`src/rtl/c4_turn_ctrl.sv`:
```
// rtl/c4_turn_ctrl.sv - Connect-4 turn sequencer: drop legality, board write, win/draw evaluation.
module c4_turn_ctrl #(
    parameter int ROWS    = 6,
    parameter int COLS    = 7,
    parameter int WIN_LAT = 1
) (
    input  logic       clk,
    input  logic       rst,
    input  logic       new_game,
    input  logic       move_valid,
    input  logic [2:0] move_col,
    output logic       move_ready,
    input  logic       winflag,
    output logic       wr_en,
    output logic [2:0] wr_row,
    output logic [2:0] wr_col,
    output logic       player,
    output logic       illegal,
    output logic       game_over,
    output logic [1:0] winner,
    output logic       draw
);

    localparam logic [2:0] ROWS_L  = 3'(ROWS);
    localparam logic [3:0] COLS_L  = 4'(COLS);
    localparam logic [5:0] CELLS_L = 6'(ROWS * COLS);
    localparam logic [2:0] WAIT_L  = 3'(WIN_LAT);

    typedef enum logic [2:0] {IDLE, CHECK, WRITE, EVAL, DONE} state_t;

    state_t     state_q, state_d;
    logic [2:0] fill_q [8];
    logic [2:0] fill_d [8];
    logic [5:0] moves_q, moves_d;
    logic [2:0] col_q, col_d;
    logic [2:0] wait_q, wait_d;
    logic       move_ready_q, move_ready_d;
    logic       wr_en_q, wr_en_d;
    logic [2:0] wr_row_q, wr_row_d;
    logic [2:0] wr_col_q, wr_col_d;
    logic       player_q, player_d;
    logic       illegal_q, illegal_d;
    logic       game_over_q, game_over_d;
    logic [1:0] winner_q, winner_d;
    logic       draw_q, draw_d;
    logic       legal_w;

    assign move_ready = move_ready_q;
    assign wr_en      = wr_en_q;
    assign wr_row     = wr_row_q;
    assign wr_col     = wr_col_q;
    assign player     = player_q;
    assign illegal    = illegal_q;
    assign game_over  = game_over_q;
    assign winner     = winner_q;
    assign draw       = draw_q;

    // Legality is judged at acceptance so the reject pulse can be a registered output in CHECK.
    assign legal_w = ({1'b0, move_col} < COLS_L) && (fill_q[move_col] != ROWS_L);

    always_comb begin
        state_d      = state_q;
        fill_d       = fill_q;
        moves_d      = moves_q;
        col_d        = col_q;
        wait_d       = wait_q;
        move_ready_d = 1'b0;
        wr_en_d      = 1'b0;
        wr_row_d     = wr_row_q;
        wr_col_d     = wr_col_q;
        player_d     = player_q;
        illegal_d    = 1'b0;
        game_over_d  = game_over_q;
        winner_d     = winner_q;
        draw_d       = draw_q;

        case (state_q)
            IDLE: begin
                if (move_valid && move_ready_q) begin
                    col_d     = move_col;
                    illegal_d = !legal_w;
                    state_d   = CHECK;
                end else begin
                    move_ready_d = 1'b1;
                end
            end
            CHECK: begin
                if (illegal_q) begin
                    state_d      = IDLE;
                    move_ready_d = 1'b1;
                end else begin
                    wr_row_d = ROWS_L - 3'd1 - fill_q[col_q];
                    wr_col_d = col_q;
                    wr_en_d  = 1'b1;
                    state_d  = WRITE;
                end
            end
            WRITE: begin
                if (fill_q[col_q] != ROWS_L) begin
                    fill_d[col_q] = fill_q[col_q] + 3'd1;
                end
                moves_d = moves_q + 6'd1;
                wait_d  = WAIT_L;
                state_d = EVAL;
            end
            EVAL: begin
                if (wait_q <= 3'd1) begin
                    if (winflag) begin
                        winner_d    = player_q ? 2'b01 : 2'b10;
                        game_over_d = 1'b1;
                        state_d     = DONE;
                    end else if (moves_q == CELLS_L) begin
                        draw_d      = 1'b1;
                        game_over_d = 1'b1;
                        state_d     = DONE;
                    end else begin
                        player_d     = !player_q;
                        move_ready_d = 1'b1;
                        state_d      = IDLE;
                    end
                end else begin
                    wait_d = wait_q - 3'd1;
                end
            end
            DONE: ;
            default: begin
                state_d      = IDLE;
                move_ready_d = 1'b1;
            end
        endcase

        if (new_game) begin
            state_d = IDLE;
            for (int i = 0; i < 8; i++) begin
                fill_d[i] = 3'd0;
            end
            moves_d      = 6'd0;
            col_d        = 3'd0;
            wait_d       = 3'd0;
            move_ready_d = 1'b1;
            wr_en_d      = 1'b0;
            wr_row_d     = 3'd0;
            wr_col_d     = 3'd0;
            player_d     = 1'b1;
            illegal_d    = 1'b0;
            game_over_d  = 1'b0;
            winner_d     = 2'b00;
            draw_d       = 1'b0;
        end
    end

    always_ff @(posedge clk or posedge rst) begin
        if (rst) begin
            state_q <= IDLE;
            for (int i = 0; i < 8; i++) begin
                fill_q[i] <= 3'd0;
            end
            moves_q      <= 6'd0;
            col_q        <= 3'd0;
            wait_q       <= 3'd0;
            move_ready_q <= 1'b1;
            wr_en_q      <= 1'b0;
            wr_row_q     <= 3'd0;
            wr_col_q     <= 3'd0;
            player_q     <= 1'b1;
            illegal_q    <= 1'b0;
            game_over_q  <= 1'b0;
            winner_q     <= 2'b00;
            draw_q       <= 1'b0;
        end else begin
            state_q      <= state_d;
            fill_q       <= fill_d;
            moves_q      <= moves_d;
            col_q        <= col_d;
            wait_q       <= wait_d;
            move_ready_q <= move_ready_d;
            wr_en_q      <= wr_en_d;
            wr_row_q     <= wr_row_d;
            wr_col_q     <= wr_col_d;
            player_q     <= player_d;
            illegal_q    <= illegal_d;
            game_over_q  <= game_over_d;
            winner_q     <= winner_d;
            draw_q       <= draw_d;
        end
    end

endmodule
```
`config.mk`:
```
export PLATFORM = sky130hd
export DESIGN_NAME = c4_turn_ctrl
export DESIGN_NICKNAME = d
export VERILOG_FILES = /design/src/rtl/c4_turn_ctrl.sv
export SDC_FILE = /design/constraint.sdc
export NUM_CORES = 1
export LEC_CHECK = 0
export CORE_MARGIN = 4
export CORE_UTILIZATION = 33
export CTS_CLUSTER_SIZE = 12
export DETAILED_ROUTE_END_ITERATION = 6
export DONT_BUFFER_PORTS = 1
export PLACE_DENSITY = 0.57
export SYNTH_ARGS = -nofsm -noshare
export SYNTH_HDL_FRONTEND = slang
export SYNTH_SLANG_ARGS = --single-unit
```
`constraint.sdc`:
```
create_clock -name clk -period 4.2 [get_ports clk]
set_clock_uncertainty 0.05 [all_clocks]
set_input_delay 0.63 -clock clk [delete_from_list [all_inputs] [get_ports clk]]
set_output_delay 0.63 -clock clk [all_outputs]
set_load 0.02 [all_outputs]
```
=== After elaboration in Yosys (flattened, before gate mapping) ===
Index checks and enable logic that the tools add are counted.
W data, S select, Z words.

* Word-level logic and storage cells: 138
* Bits of input ports: 8
* Register bits after elaboration: 53
* Output and inout bits: 14

* Bitwise logic cells: 2
* $lt $le $gt $ge: 5
* Equal/unequal tests: 14
* Mux-type cells: 65
* Reductions and logical operators: 27
* Add/subtract/negate cells: 4

{| class="wikitable"
|+ Operators by type and width
! operator !! number
|-
| $mux W24 || 3
|-
| $mux W3 || 21
|-
| $mux W1 || 26
|-
| $bwmux W24 || 1
|-
| $bmux W3 S3 || 2
|-
| $reduce_bool A2 Y1 || 9
|-
| $ne A3 B3 Y1 const B || 5
|-
| $pmux W3 S5 || 1
|-
| $mux W2 || 6
|-
| $mux W6 || 2
|-
| $demux W3 S3 || 1
|-
| $reduce_and A3 Y1 || 3
|-
| $ge A4 B4 Y1 const B || 2
|-
| $ne A2 B2 Y1 const B || 4
|-
| $not A3 Y4 || 2
|-
| $reduce_and A2 Y1 || 4
|-
| $reduce_and A4 Y1 || 2
|-
| $add A6 B1 Y6 const B || 1
|-
| $eq A3 B2 Y1 const B || 2
|-
| $eq A6 B6 Y1 const B || 1
|-
| $pmux W3 S2 || 1
|-
| $reduce_bool A3 Y1 || 2
|-
| $lt A4 B1 Y1 const B || 1
|-
| $pmux W1 S4 || 1
|-
| 11 further kinds || 14
|}

=== Depth between registers and ports, before layout ===
Gate-level depths: netlist of the first run.

* Depth after elaboration: 10
* Mapped depth: 12
* Mapped depth without buffers: 8

=== Worst setup path after synthesis of the first run ===
No wires, ideal clock.

* Path type: register -> register
* Start point: register col_q[1]
* End point: register fill_q[12] in the netlist's numbering
* Library setup time: 78 ps
* Data required time: 4072 ps
* Clock period less this slack: 2703 ps
* Stages on the path, launching flop included: 13
* Path buffers: 4
* Setup slack: 1497 ps
* Arrival: 2575 ps
* Path through: dfrtp_1 clkbuf_1 clkbuf_1 mux4_1 mux2i_1 inv_1 ha_1 nor2b_1 and4_1 clkbuf_1 or3_1 buf_6 o21ai_1

* Longest elaborated chain between the ends: 9

{| class="wikitable"
|+ Ends and longest elaborated chain
! item !! RTL line !! RTL
|-
| start: declaration || 35 || <nowiki>logic [2:0] col_q, col_d;</nowiki>
|-
| start signal: assignment || 174 || <nowiki>col_q <= col_d;</nowiki>
|-
| $not A3 Y4 (implied by the code) * || 99, 100 ||
|-
| $bmux W3 S3 (tied with other cells) || 99, 100 ||
|-
| $mux W3 (implied by the code) / $logic_and A1 B1 Y1 (equally long branches) || 99, 100 ||
|-
| $mux W3, on equally long branches || 99, 100 ||
|-
| $add A3 B1 Y3 / $demux W3 S3 (equally long branches) || 100 || <nowiki>fill_d[col_q] = fill_q[col_q] + 3'd1;</nowiki>
|-
| $bwmux W24 || 100 ||
|-
| $mux W24 || 99 || <nowiki>if (fill_q[col_q] != ROWS_L) begin</nowiki>
|-
| $mux W24 || 77 || <nowiki>case (state_q)</nowiki>
|-
| $mux W24 || 132 || <nowiki>if (new_game) begin</nowiki>
|-
| end signal: assignment || 172 || <nowiki>fill_q <= fill_d;</nowiki>
|-
| end: declaration || 32 || <nowiki>logic [2:0] fill_q [8];</nowiki>
|}

Every way passes the cells marked *; elsewhere a longest branch is shown, timed or not. The select of a mux whose other input is x is not followed.
A chain may end at the register's enable or synchronous reset.

=== Worst setup path after layout of the first run ===
* Start point: register col_q[2]
* End point: register fill_q[6] in the netlist's numbering

Same word-level chain as after synthesis.

==> metrics.md, run 1 <==
| Metric | Value |
|---|---|
| DR top layer | `met4` |
| First-pass GRT wire length | `10900 um` |
| R2R Path End | `fill_q[6]$_DFFE_PP0P_` |
| Met3 WL | `326 um` |
| Data arrival, critical path | `~3.8 ns` |
| CTS root buf | `clkbuf_8` |
| Synth Instances | `~290` |
| CTS tree | `yes` |
| Peak supply drop | `approximately 0.14 mV` |
| # diodes | `0` |
| Detail Route Antenna Nets | `0` |
| Yosys reg bits | `53` |
| Post-cts resize count | `0` |
| Final setup viols | `0` |
| Unique masters post-synth | `52` |
| Post-synthesis area per instance | `about 10 um^2` |
| Fin crit period | `around 3.6 ns` |
| Fillers | `856` |
| Hold Buf Count CTS | `0` |
| Post-CTS Setup Inserts | `0` |
| Clock buffer depth | `2` |
| Outcome | `complete, no violations` |
| Critical path type | `flip-flop to flip-flop` |
| Critical Path Source Type | `flip-flop` |
| Count of max-cap constraint violations | `0` |
| Main synth FF type | `dfrtp_1` |
| FFs w/ async S/R, synth | `100%` |
| Setup WS post-layout | `0.619 ns` |
| Slew Limit Headroom | `32.8%` |
| Share of cells above drive strength 1 | `8.54%` |
| Top cell type by total area after synthesis | `dfrtp_1` |
| HP Class | `input pin to async pin` |
| Worst r2r src | `col_q[2]$_DFFE_PP0P_` |
| Synth top area cells | `dfrtp_1 (45%), o21ai_0 (4.9%), mux2i_1 (4.5%)` |
| Worst-path clk slew | `around 0.11 ns` |
| Area Overhead vs Synth | `5.42%` |
| Leakage | `approximately 1.2 nW` |
| Vias/cell | `between 5 and 6` |
| Number of global-route vias before repair | `approximately 2100` |
| Number of synthesized flops with an enable pin | `0` |
| Gr usage total | `between 10% and 20%` |
| Power, Total | `approximately 1.0 mW` |
| Initial antenna violation count | `0` |
| Crit-path cells | `mux4_1 -> mux2i_1 -> inv_1 -> ha_1 -> nor2b_1 -> and4_1 -> or3_1 -> o21ai_1` |
| Die width | `between 100 and 150 um` |
| CORE AREA | `0.00834 mm^2` |
| Starting Density | `34.3%` |
| M1 WL | `between 3000 and 4000 um` |
| Wire per inst | `roughly 17 um` |
| FF-to-FF path depth | `8` |
| Post-route clock period utilization | `a little under nine tenths` |
| Worst EP required | `~4.4 ns` |
| Congestion Overflow GR | `0` |
| Actual slew at the worst max-slew pin | `around 0.99 ns` |
| Pwr Density | `approximately 350 mW/mm^2` |
| DR iter-0 viols | `around 130` |
| RSZ-0062 raised after global routing | `false` |
| Worst path slowest cell | `dfrtp_1` |
| DRC Markers | `0` |
| Syn_nets | `a little over 300` |
| Total CTS buffers | `5` |
| Final nets | `between 200 and 300` |
| Max frequency | `0.279 GHz` |
| Die area | `a little over 0.01 mm^2` |
| YS warnings | `0` |
| Placement Rows | `33` |
| Max FO, Critical Path | `33` |
| Vias | `between 2000 and 2500` |
| Total Neg Setup Slack | `0 ns` |
| WL final | `roughly 6500 um` |
| H-tree depth | `2` |
| Largest net degree at the start of global routing | `between 50 and 60` |
| Gpl congestion | `0.870` |
| Reg-to-reg slack, setup | `~0.62 ns` |
| CTS sink cnt | `between 50 and 60` |
| IO buf count | `0` |
| Met2 WL | `roughly 3000 um` |
| DIE HEIGHT | `slightly above 100 um` |
| Share of the synthesized area in the top cell type | `~45%` |
| Final Hold Vio Count | `0` |
| DP HPWL | `about 4400 um` |
| Netlist Area Pre-Place | `about 0.0029 mm^2` |
| Place WS | `around 0.63 ns` |
| Final max-slew violation count | `0` |
| Max incr delay on CP | `between 0.8 and 0.9 ns` |
| Clock Latency Late Sink | `between 0.3 and 0.4 ns` |
| Pre-antenna DRT Iters | `5` |
| I/O Pins | `22` |
| Crit. End Element | `flip-flop` |
| Register area share after synthesis | `~46%` |
## synthesized netlist by cell type (3+ instances only)
cell type	number
dfrtp_1	51
o21ai_0	28
nor2_1	27
clkbuf_1	17
nand2_1	17
mux2i_1	13
a21oi_1	12
inv_1	9
nand3_1	8
o21ai_1	8
o31ai_1	8
nor2b_1	7
ha_1	6
o41ai_1	6
nand4_1	5
nor3b_1	5
xor2_1	5
a31oi_1	4
buf_2	4
nand4b_1	4
a211oi_1	3
nor4bb_1	3
o21ba_2	3
## placed cells by master (no fill, tap or decap), types with 3 or more instances in the layout
cell,n
a211oi_1,3
a21oi_1,12
a31oi_1,4
buf_4,4
clkbuf_8,5
dfrtp_1,51
ha_1,6
inv_1,8
mux2i_1,13
nand2_1,17
nand3_1,8
nand4_1,5
nand4b_1,4
nor2_1,27
nor2b_1,7
nor3b_1,5
nor4bb_1,3
o21ai_0,28
o21ai_1,8
o21ba_2,3
o31ai_1,8
o41ai_1,6
xor2_1,5
## through the flow
stage	hold slack, ns	instances	utilization [%]	instance area (um^2)
6_report	0.310	386	36.2	3020
5_1_grt	0.295	386	36.2	3020
3_5_place_dp	0.483	378	35.0	2920
4_1_cts	0.305	386	36.2	3020
3_3_place_gp	0.483	378	35.0	2920
2_1_floorplan	0.412	293	-	2860
## sequential cells by signal, indices dropped and copies added (netlist names), 2 cells and up
name	cells
fill_q	24
wr_col	3
wr_row	3
wait_q	3
state_q	3
moves_q	6
col_q	3
winner	2
## worst max-delay path by stage
stage	from	end	slack, ns	depth (start not counted)
after floorplan	col_q[1]$_DFFE_PP0P_	fill_q[12]$_DFFE_PP0P_	1.50	12
after global placement	col_q[2]$_DFFE_PP0P_	fill_q[0]$_DFFE_PP0P_	0.82	8
after detailed placement	col_q[2]$_DFFE_PP0P_	fill_q[6]$_DFFE_PP0P_	0.63	8
after CTS	col_q[2]$_DFFE_PP0P_	fill_q[6]$_DFFE_PP0P_	0.58	8
after global routing	col_q[2]$_DFFE_PP0P_	fill_q[6]$_DFFE_PP0P_	0.37	8
final	col_q[2]$_DFFE_PP0P_	fill_q[6]$_DFFE_PP0P_	0.62	8
## report_power, final
part           internal, mW  switching, mW  total (mW)
combinational        0.0603         0.0935       0.154
sequential            0.531         0.0439       0.575
clock                 0.125          0.190       0.315
total                 0.717          0.327        1.04
## logic make-up (layout without fill, tap and decap cells)
group / count (synthesis) / after routing / share of synthesized area, %
adder cells (fa/ha/maj): 6 / 6 / 2.62
XOR/XNOR: 7 / 7 / 2.14
buffers and inverters: 34 / 22 / 5.16
flip-flops: 53 / 53 / 46.4
AND/OR/NAND/NOR: 91 / 91 / 17.4
multiplexers: 16 / 16 / 6.91
AO/OA/AOI/OAI: 86 / 86 / 19.4
## final cells by class
cell class	count	area, um^2	share of cell area [%]
Multi-Input combinational cell	206	1390	46.1
Sequential cell	53	1330	44.0
Tap cell	105	131	4.35
Clock buffer	5	68.8	2.28
Inverter	10	37.5	1.24
Timing Repair Buffer	4	30.0	0.995
Clock inverter	3	28.8	0.954
## metal layers
metal	GRT usage, %	vias to the layer above
met5	0	-
met4	5.42	0
met3	2.62	13
met2	20.8	70
met1	18.4	1082
li1	-	1048
## critical path, delay by kind of cell (launching register included)
family | cells | cell delay [ns]
DFF | 1 | 0.83
buffers and inverters | 1 | 0.12
AOI/OAI and AO/OA | 1 | 0.19
and+or+nand+nor | 3 | 1.21
adders and majority gates | 1 | 0.23
muxes | 2 | 0.87
Power figures use the tool's default switching activity.
==> inputs of run 2 (changes only) <==
--- a/config.mk
+++ b/config.mk
@@ -7,10 +7,13 @@
 export LEC_CHECK = 0
 export CORE_MARGIN = 4
 export CORE_UTILIZATION = 33
+export CTS_BUF_LIST = sky130_fd_sc_hd__clkbuf_16
 export CTS_CLUSTER_SIZE = 12
 export DETAILED_ROUTE_END_ITERATION = 6
 export DONT_BUFFER_PORTS = 1
+export MAX_ROUTING_LAYER = met4
 export PLACE_DENSITY = 0.57
+export SKIP_CTS_REPAIR_TIMING = 1
 export SYNTH_ARGS = -nofsm -noshare
 export SYNTH_HDL_FRONTEND = slang
 export SYNTH_SLANG_ARGS = --single-unit
==> run 2 against run 1 <==
  * Cell count unchanged
  * Non-clock buffer count unchanged
  * Sequential share of layout area down 0.81 points
  * Routed wire length up 0.37%
  * Setup slack worse by 0.013 ns
  * Worst hold slack better by 0.024 ns
  * Fmax down 0.36%
  * Largest power group unchanged
  * Highest routed layer unchanged
==> metrics.md, run 2 (synthesis gave the netlist of run 1 again) <==
| Metric | Value |
|---|---|
| Power, Total | `1.16 mW (was 1.04 mW)` |
| Area after DPL | `0.00292 mm^2 (unchanged)` |
| Gpl congestion | `0.884 (was 0.870)` |
| Design area | `0.00307 mm^2 (was 0.00302 mm^2)` |
| CTS root buf | `clkbuf_16 (was clkbuf_8)` |
| Initial antenna violation count | `0 (unchanged)` |
| Critical path type | `flip-flop to flip-flop (unchanged)` |
| Clock Latency Late Sink | `0.30 ns (was 0.32 ns)` |
| Flop pwr share | `49.4% (was 55.1%)` |
| Inst Count DP | `378 (unchanged)` |
| Post-route clock period utilization | `85.6% (was 85.3%)` |
| Outcome | `complete, no violations (unchanged)` |
| Detail Route Antenna Nets | `0 (unchanged)` |
| Max FO, Critical Path | `33 (unchanged)` |
| Worst-path clk slew | `0.08 ns (was 0.11 ns)` |
| Largest net degree at the start of global routing | `56 (unchanged)` |
| DRC Markers | `0 (unchanged)` |
| Actual slew at the worst max-slew pin | `1.00 ns (was 0.994 ns)` |
| Starting Density | `34.3% (unchanged)` |
| Number of global-route vias before repair | `2126 (was 2099)` |
| CTS tree | `yes (unchanged)` |
| IO buf count | `0 (unchanged)` |
| Fin crit period | `3.59 ns (was 3.58 ns)` |
| First-pass GRT wire length | `11000 um (was 10900 um)` |
| Top reg by flops | `fill_q (unchanged)` |
| Congestion Overflow GR | `0 (unchanged)` |
| Vias/cell | `5.68 (was 5.73)` |
| Share of cells above drive strength 1 | `8.54% (unchanged)` |
| I/O Pins | `22 (unchanged)` |
| Worst r2r src | `col_q[2]$_DFFE_PP0P_ (unchanged)` |
| Worst EP required | `4.38 ns (was 4.40 ns)` |
| Clock buffer depth | `2 (unchanged)` |
| Peak supply drop | `0.163 mV (was 0.140 mV)` |
| R2R Path End | `fill_q[6]$_DFFE_PP0P_ (unchanged)` |
| Hold WS | `0.334 ns (was 0.310 ns)` |
| Wire per inst | `17.0 um (about the same)` |
| Sw Share | `29.6% (was 31.3%)` |
| Final nets | `294 (unchanged)` |
| Area Overhead vs Synth | `7.39% (was 5.42%)` |
| Final setup viols | `0 (unchanged)` |
| Slew Limit Headroom | `32.3% (was 32.8%)` |
| Pre-antenna DRT Iters | `4 (was 5)` |
| Total CTS buffers | `5 (unchanged)` |
| Leakage | `1.26 nW (was 1.24 nW)` |
| CTS sink cnt | `53 (unchanged)` |
| DR iter-0 viols | `187 (was 131)` |
| Placement Rows | `33 (unchanged)` |
| Logic pwr share | `13.2% (was 14.7%)` |
| RSZ-0062 raised after global routing | `false (unchanged)` |
| Net Switching | `0.344 mW (was 0.327 mW)` |
| Die width | `101 um (unchanged)` |
| H-tree depth | `2 (unchanged)` |
| Count of max-cap constraint violations | `0 (unchanged)` |
| Cell Int Power | `0.820 mW (was 0.717 mW)` |
| HP Class | `input pin to async pin (unchanged)` |
| Final Hold Vio Count | `0 (unchanged)` |
| Die area | `0.0102 mm^2 (unchanged)` |
| Critical Path Source Type | `flip-flop (unchanged)` |
| DP HPWL | `4430 um (unchanged)` |
| # diodes | `0 (unchanged)` |
| Max FFs per register | `24 (unchanged)` |
| WL final | `6570 um (was 6540 um)` |
| FF-to-FF path depth | `8 (unchanged)` |
| Total Neg Setup Slack | `0 ns (unchanged)` |
| Pwr Density | `379 mW/mm^2 (was 346 mW/mm^2)` |
| Finished Layout Cells | `386 (unchanged)` |
| Data arrival, critical path | `3.77 ns (was 3.78 ns)` |
| DIE HEIGHT | `101 um (unchanged)` |
| CORE AREA | `0.00834 mm^2 (unchanged)` |
| Clock Power Share | `37.4% (was 30.2%)` |
| Vias | `2194 (was 2213)` |
| Final max-slew violation count | `0 (unchanged)` |
| Most frequent cells in the layout | `dfrtp_1 (51), o21ai_0 (28), nor2_1 (27), nand2_1 (17), mux2i_1 (13) (unchanged)` |
| Reg-to-reg slack, setup | `0.61 ns (was 0.62 ns)` |
| Crit. End Element | `flip-flop (unchanged)` |
| Most common cell after layout, fill and taps aside | `dfrtp_1 (unchanged)` |
| Max frequency | `0.278 GHz (was 0.279 GHz)` |
| Biggest registers after layout | `fill_q: 24 flops, moves_q: 6 flops (unchanged)` |
| Gr usage total | `14.1% (was 13.4%)` |
run 2: worst max path at each step:
| stage | depth (start not counted) | from | end | slack, ns |
|---|---|---|---|---|
| 3_5_place_dp | 8 | col_q[2]$_DFFE_PP0P_ | fill_q[6]$_DFFE_PP0P_ | 0.63 |
| 5_1_grt | 8 | col_q[2]$_DFFE_PP0P_ | fill_q[6]$_DFFE_PP0P_ | 0.36 |
| 3_3_place_gp | 8 | col_q[2]$_DFFE_PP0P_ | fill_q[0]$_DFFE_PP0P_ | 0.82 |
| 4_1_cts | 8 | col_q[2]$_DFFE_PP0P_ | fill_q[6]$_DFFE_PP0P_ | 0.59 |
| 6_report | 8 | col_q[2]$_DFFE_PP0P_ | fill_q[6]$_DFFE_PP0P_ | 0.61 |
| 2_1_floorplan | 12 | col_q[1]$_DFFE_PP0P_ | fill_q[12]$_DFFE_PP0P_ | 1.50 |
run 2: power by group through the flow:
stage,Clock [mW],Sequential (mW),Combinational (mW)
final,0.436,0.575,0.153
after global routing,0.461,0.581,0.173
after CTS,0.444,0.576,0.155
after detailed placement,0,0.586,0.154
after global placement,0,0.585,0.152
after floorplan,0,0.563,0.146
run 2: worst max-delay path: stages, from the launching register on:
cell and delay, ns:
dfrtp_1 0.82, mux4_1 0.66, mux2i_1 0.22, inv_1 0.12, ha_1 0.23, nor2b_1 0.13, and4_1 0.49, or3_1 0.60
o21ai_1 0.19
run 2: area by class of cell:
cell class / instances / area [um^2]
multi-input cells: 206 / 1390
repair buffers: 4 / 30.0
fillers: 846 / 5270
inverters: 10 / 37.5
clock buffers: 5 / 125
clock inverters: 3 / 28.8
well taps: 105 / 131
flip-flops and latches: 53 / 1330
run 2: metal layers:
layer	up-vias	part of all wire, %	global-route usage, %
met5	-	0	-
met4	0	2.2	6.13
met3	12	3.6	2.89
met2	47	46	21.1
met1	1093	48	18.3
li1	1042	-	-
run 2: stage by stage:
stage | setup WS (ns) | utilization, %
after global placement | 0.816 | 35.0
after global routing | 0.356 | 36.9
after floorplan | 1.50 | -
after detailed placement | 0.633 | 35.0
after CTS | 0.589 | 36.9
final | 0.606 | 36.9
==> inputs of run 3 (changes only) <==
--- a/config.mk
+++ b/config.mk
@@ -6,13 +6,13 @@
 export NUM_CORES = 1
 export LEC_CHECK = 0
 export CORE_MARGIN = 4
-export CORE_UTILIZATION = 33
+export CORE_UTILIZATION = 34
 export CTS_BUF_LIST = sky130_fd_sc_hd__clkbuf_16
 export CTS_CLUSTER_SIZE = 12
 export DETAILED_ROUTE_END_ITERATION = 6
 export DONT_BUFFER_PORTS = 1
 export MAX_ROUTING_LAYER = met4
-export PLACE_DENSITY = 0.57
+export PLACE_DENSITY = 0.58
 export SKIP_CTS_REPAIR_TIMING = 1
 export SYNTH_ARGS = -nofsm -noshare
 export SYNTH_HDL_FRONTEND = slang
==> run 3 against run 2 <==
  * Clock power up 8.3%
  * Largest cell class unchanged
  * Setup slack better by 0.28 ns
  * Design area up 0.81%
  * First-iteration DRC count down 0.53%
  * Sequential share of layout area down 0.35 points
  * Sequential power up 0.7%
  * Total power up 3.4%
==> metrics.md, run 3 (synthesis gave the netlist of run 1 again) <==
| Metric | Value |
|---|---|
| Outcome | `complete, no violations (unchanged)` |
| Gr usage total | `14.5% (was 14.1%)` |
| Clock buffer depth | `2 (unchanged)` |
| Peak supply drop | `0.168 mV (was 0.163 mV)` |
| Max FFs per register | `24 (unchanged)` |
| Initial antenna violation count | `0 (unchanged)` |
| I/O Pins | `22 (unchanged)` |
| Worst-path clk slew | `0.07 ns (was 0.08 ns)` |
| Critical Path Source Type | `flip-flop (unchanged)` |
| DP HPWL | `4350 um (was 4430 um)` |
| Final nets | `295 (was 294)` |
| RSZ-0062 raised after global routing | `false (unchanged)` |
| Final max-slew violation count | `0 (unchanged)` |
| Total CTS buffers | `5 (unchanged)` |
| IO buf count | `0 (unchanged)` |
| Starting Density | `34.8% (was 34.3%)` |
| Congestion Overflow GR | `0 (unchanged)` |
| Placement Rows | `33 (unchanged)` |
| CTS tree | `yes (unchanged)` |
| Die width | `99.8 um (was 101 um)` |
| DIE HEIGHT | `99.8 um (was 101 um)` |
| Leakage | `1.27 nW (was 1.26 nW)` |
| Pwr Density | `388 mW/mm^2 (was 379 mW/mm^2)` |
| Flop pwr share | `48.1% (was 49.4%)` |
| Final setup viols | `0 (unchanged)` |
| Fillers | `818 (was 846)` |
| H-tree depth | `2 (unchanged)` |
| Die area | `0.00995 mm^2 (was 0.0102 mm^2)` |
| Total Neg Setup Slack | `0 ns (unchanged)` |
| CTS root buf | `clkbuf_16 (unchanged)` |
| Final Hold Vio Count | `0 (unchanged)` |
| Crit. End Element | `flip-flop (unchanged)` |
| WL final | `6460 um (was 6570 um)` |
| Logic pwr share | `12.7% (was 13.2%)` |
| Biggest registers after layout | `fill_q: 24 flops, moves_q: 6 flops (unchanged)` |
| Worst path slowest cell | `dfrtp_1 (unchanged)` |
| Share of cells above drive strength 1 | `8.87% (was 8.54%)` |
| First-pass GRT wire length | `11200 um (was 11000 um)` |
| Cell Int Power | `0.876 mW (was 0.820 mW)` |
| Critical path type | `flip-flop to flip-flop (unchanged)` |
| HP Class | `input pin to async pin (unchanged)` |
| Pre-antenna DRT Iters | `5 (was 4)` |
| Detail Route Antenna Nets | `0 (unchanged)` |
| Max FO, Critical Path | `23 (was 33)` |
| Clock Latency Late Sink | `0.29 ns (was 0.30 ns)` |
| Fin crit period | `3.32 ns (was 3.59 ns)` |
| Sw Share | `27.3% (was 29.6%)` |
| Data arrival, critical path | `3.48 ns (was 3.77 ns)` |
| Largest net degree at the start of global routing | `56 (unchanged)` |
| Count of max-cap constraint violations | `0 (unchanged)` |
| CTS sink cnt | `53 (unchanged)` |
| Actual slew at the worst max-slew pin | `1.10 ns (was 1.00 ns)` |
| DR iter-0 viols | `186 (was 187)` |
| DRC Markers | `0 (unchanged)` |
| Buf/Inv on CP | `1 (unchanged)` |
| Area occupied by multi-input gates | `0.00139 mm^2 (unchanged)` |
| Max frequency | `0.301 GHz (was 0.278 GHz)` |
| CP delay by family, top | `simple AND/OR/NAND/NOR gates (unchanged)` |
| Sequential Area | `0.00133 mm^2 (unchanged)` |
| Net Switching | `0.328 mW (was 0.344 mW)` |
| Most common cell after layout, fill and taps aside | `dfrtp_1 (unchanged)` |
| Vias/cell | `5.64 (was 5.68)` |
| Slew Limit Headroom | `26.2% (was 32.3%)` |
| Post-route clock period utilization | `79.0% (was 85.6%)` |
| Area Overhead vs Synth | `8.26% (was 7.39%)` |
| Design area | `0.00310 mm^2 (was 0.00307 mm^2)` |
| Top reg by flops | `fill_q (unchanged)` |
| Worst EP required | `4.37 ns (was 4.38 ns)` |
| Most frequent cells in the layout | `dfrtp_1 (51), o21ai_0 (28), nor2_1 (27), nand2_1 (17), mux2i_1 (13) (unchanged)` |
| CORE AREA | `0.00822 mm^2 (was 0.00834 mm^2)` |
| Number of global-route vias before repair | `2128 (was 2126)` |
| Clock Power Share | `39.2% (was 37.4%)` |
| Crit-path cells | `mux4_1 -> mux2i_1 -> inv_1 -> ha_1 -> nor2b_1 -> and4_1 -> or3_1 -> o21ai_1 (unchanged)` |
| Max incr delay on CP | `0.84 ns (was 0.82 ns)` |
| Gpl congestion | `0.854 (was 0.884)` |
| Wire per inst | `16.7 um (was 17.0 um)` |
| # diodes | `0 (unchanged)` |
| Vias | `2183 (was 2194)` |
| Area after DPL | `0.00293 mm^2 (was 0.00292 mm^2)` |
## run 3: cell types whose count changed in the layout (fill, tap and decap cells not counted), sizes merged
| cell | before | now |
|---|---|---|
| buf | 4 | 5 |
| inv | 12 | 10 |
| bufinv | 0 | 1 |
| clkinvlp | 0 | 1 |
## run 3: power by group through the flow
| stage | Clock, mW | Sequential [mW] | Combinational (mW) |
|---|---|---|---|
| 6_report | 0.472 | 0.579 | 0.153 |
| 2_1_floorplan | 0 | 0.563 | 0.146 |
| 5_1_grt | 0.509 | 0.584 | 0.173 |
| 4_1_cts | 0.483 | 0.579 | 0.153 |
| 3_3_place_gp | 0 | 0.589 | 0.152 |
| 3_5_place_dp | 0 | 0.589 | 0.153 |
## run 3: final cells by class
class / count / share of cell area [%]
Sequential cell: 53 / 42.9
Inverter: 10 / 1.21
Clock inverter: 3 / 1.49
Timing Repair Buffer: 5 / 1.21
Multi-Input combinational cell: 206 / 44.9
Clock buffer: 5 / 4.04
Tap cell: 105 / 4.24
## run 3: worst register-to-register path: cells and delay by family (launching register included)
family,cells,cell delay [ns]
flip-flops,1,0.84
AND/OR/NAND/NOR,3,1.02
AO/OA/AOI/OAI,1,0.18
buffers and inverters,1,0.11
multiplexers,2,0.82
adder cells (fa/ha/maj),1,0.22
## run 3: final timing paths
kind                                        start                endpoint  slack, ns  cells after the start
max                          col_q[2]$_DFFE_PP0P_   fill_q[9]$_DFFE_PP0P_       0.88                      8
max in group asynchronous                     rst  fill_q[11]$_DFFE_PP0P_       3.29                      2
min                                           rst  moves_q[1]$_DFFE_PP0P_       0.34                      2
min in group clk                         new_game   winner[0]$_DFFE_PP0P_       0.36                      1
min reg2reg                fill_q[18]$_DFFE_PP0P_  fill_q[18]$_DFFE_PP0P_       0.49                      2
max reg2reg                  col_q[2]$_DFFE_PP0P_   fill_q[9]$_DFFE_PP0P_       0.88                      8
## run 3: per-layer routing
layer	global-route usage, %	part of all wire, %
met2	20.2	45
met1	21.0	48
met3	2.45	5.2
met5	-	0
met4	5.25	1.8
## run 3: stage by stage
step | setup slack, ns | cells | power [mW] | utilization (%) | hold slack, ns
after CTS | 0.904 | 387 | 1.22 | 37.7 | 0.344
after floorplan | 1.50 | 293 | 0.709 | - | 0.412
after detailed placement | 0.908 | 379 | 0.742 | 35.6 | 0.470
final | 0.882 | 387 | 1.20 | 37.7 | 0.341
after global routing | 0.597 | 387 | 1.27 | 37.7 | 0.346
after global placement | 0.993 | 379 | 0.741 | 35.6 | 0.467
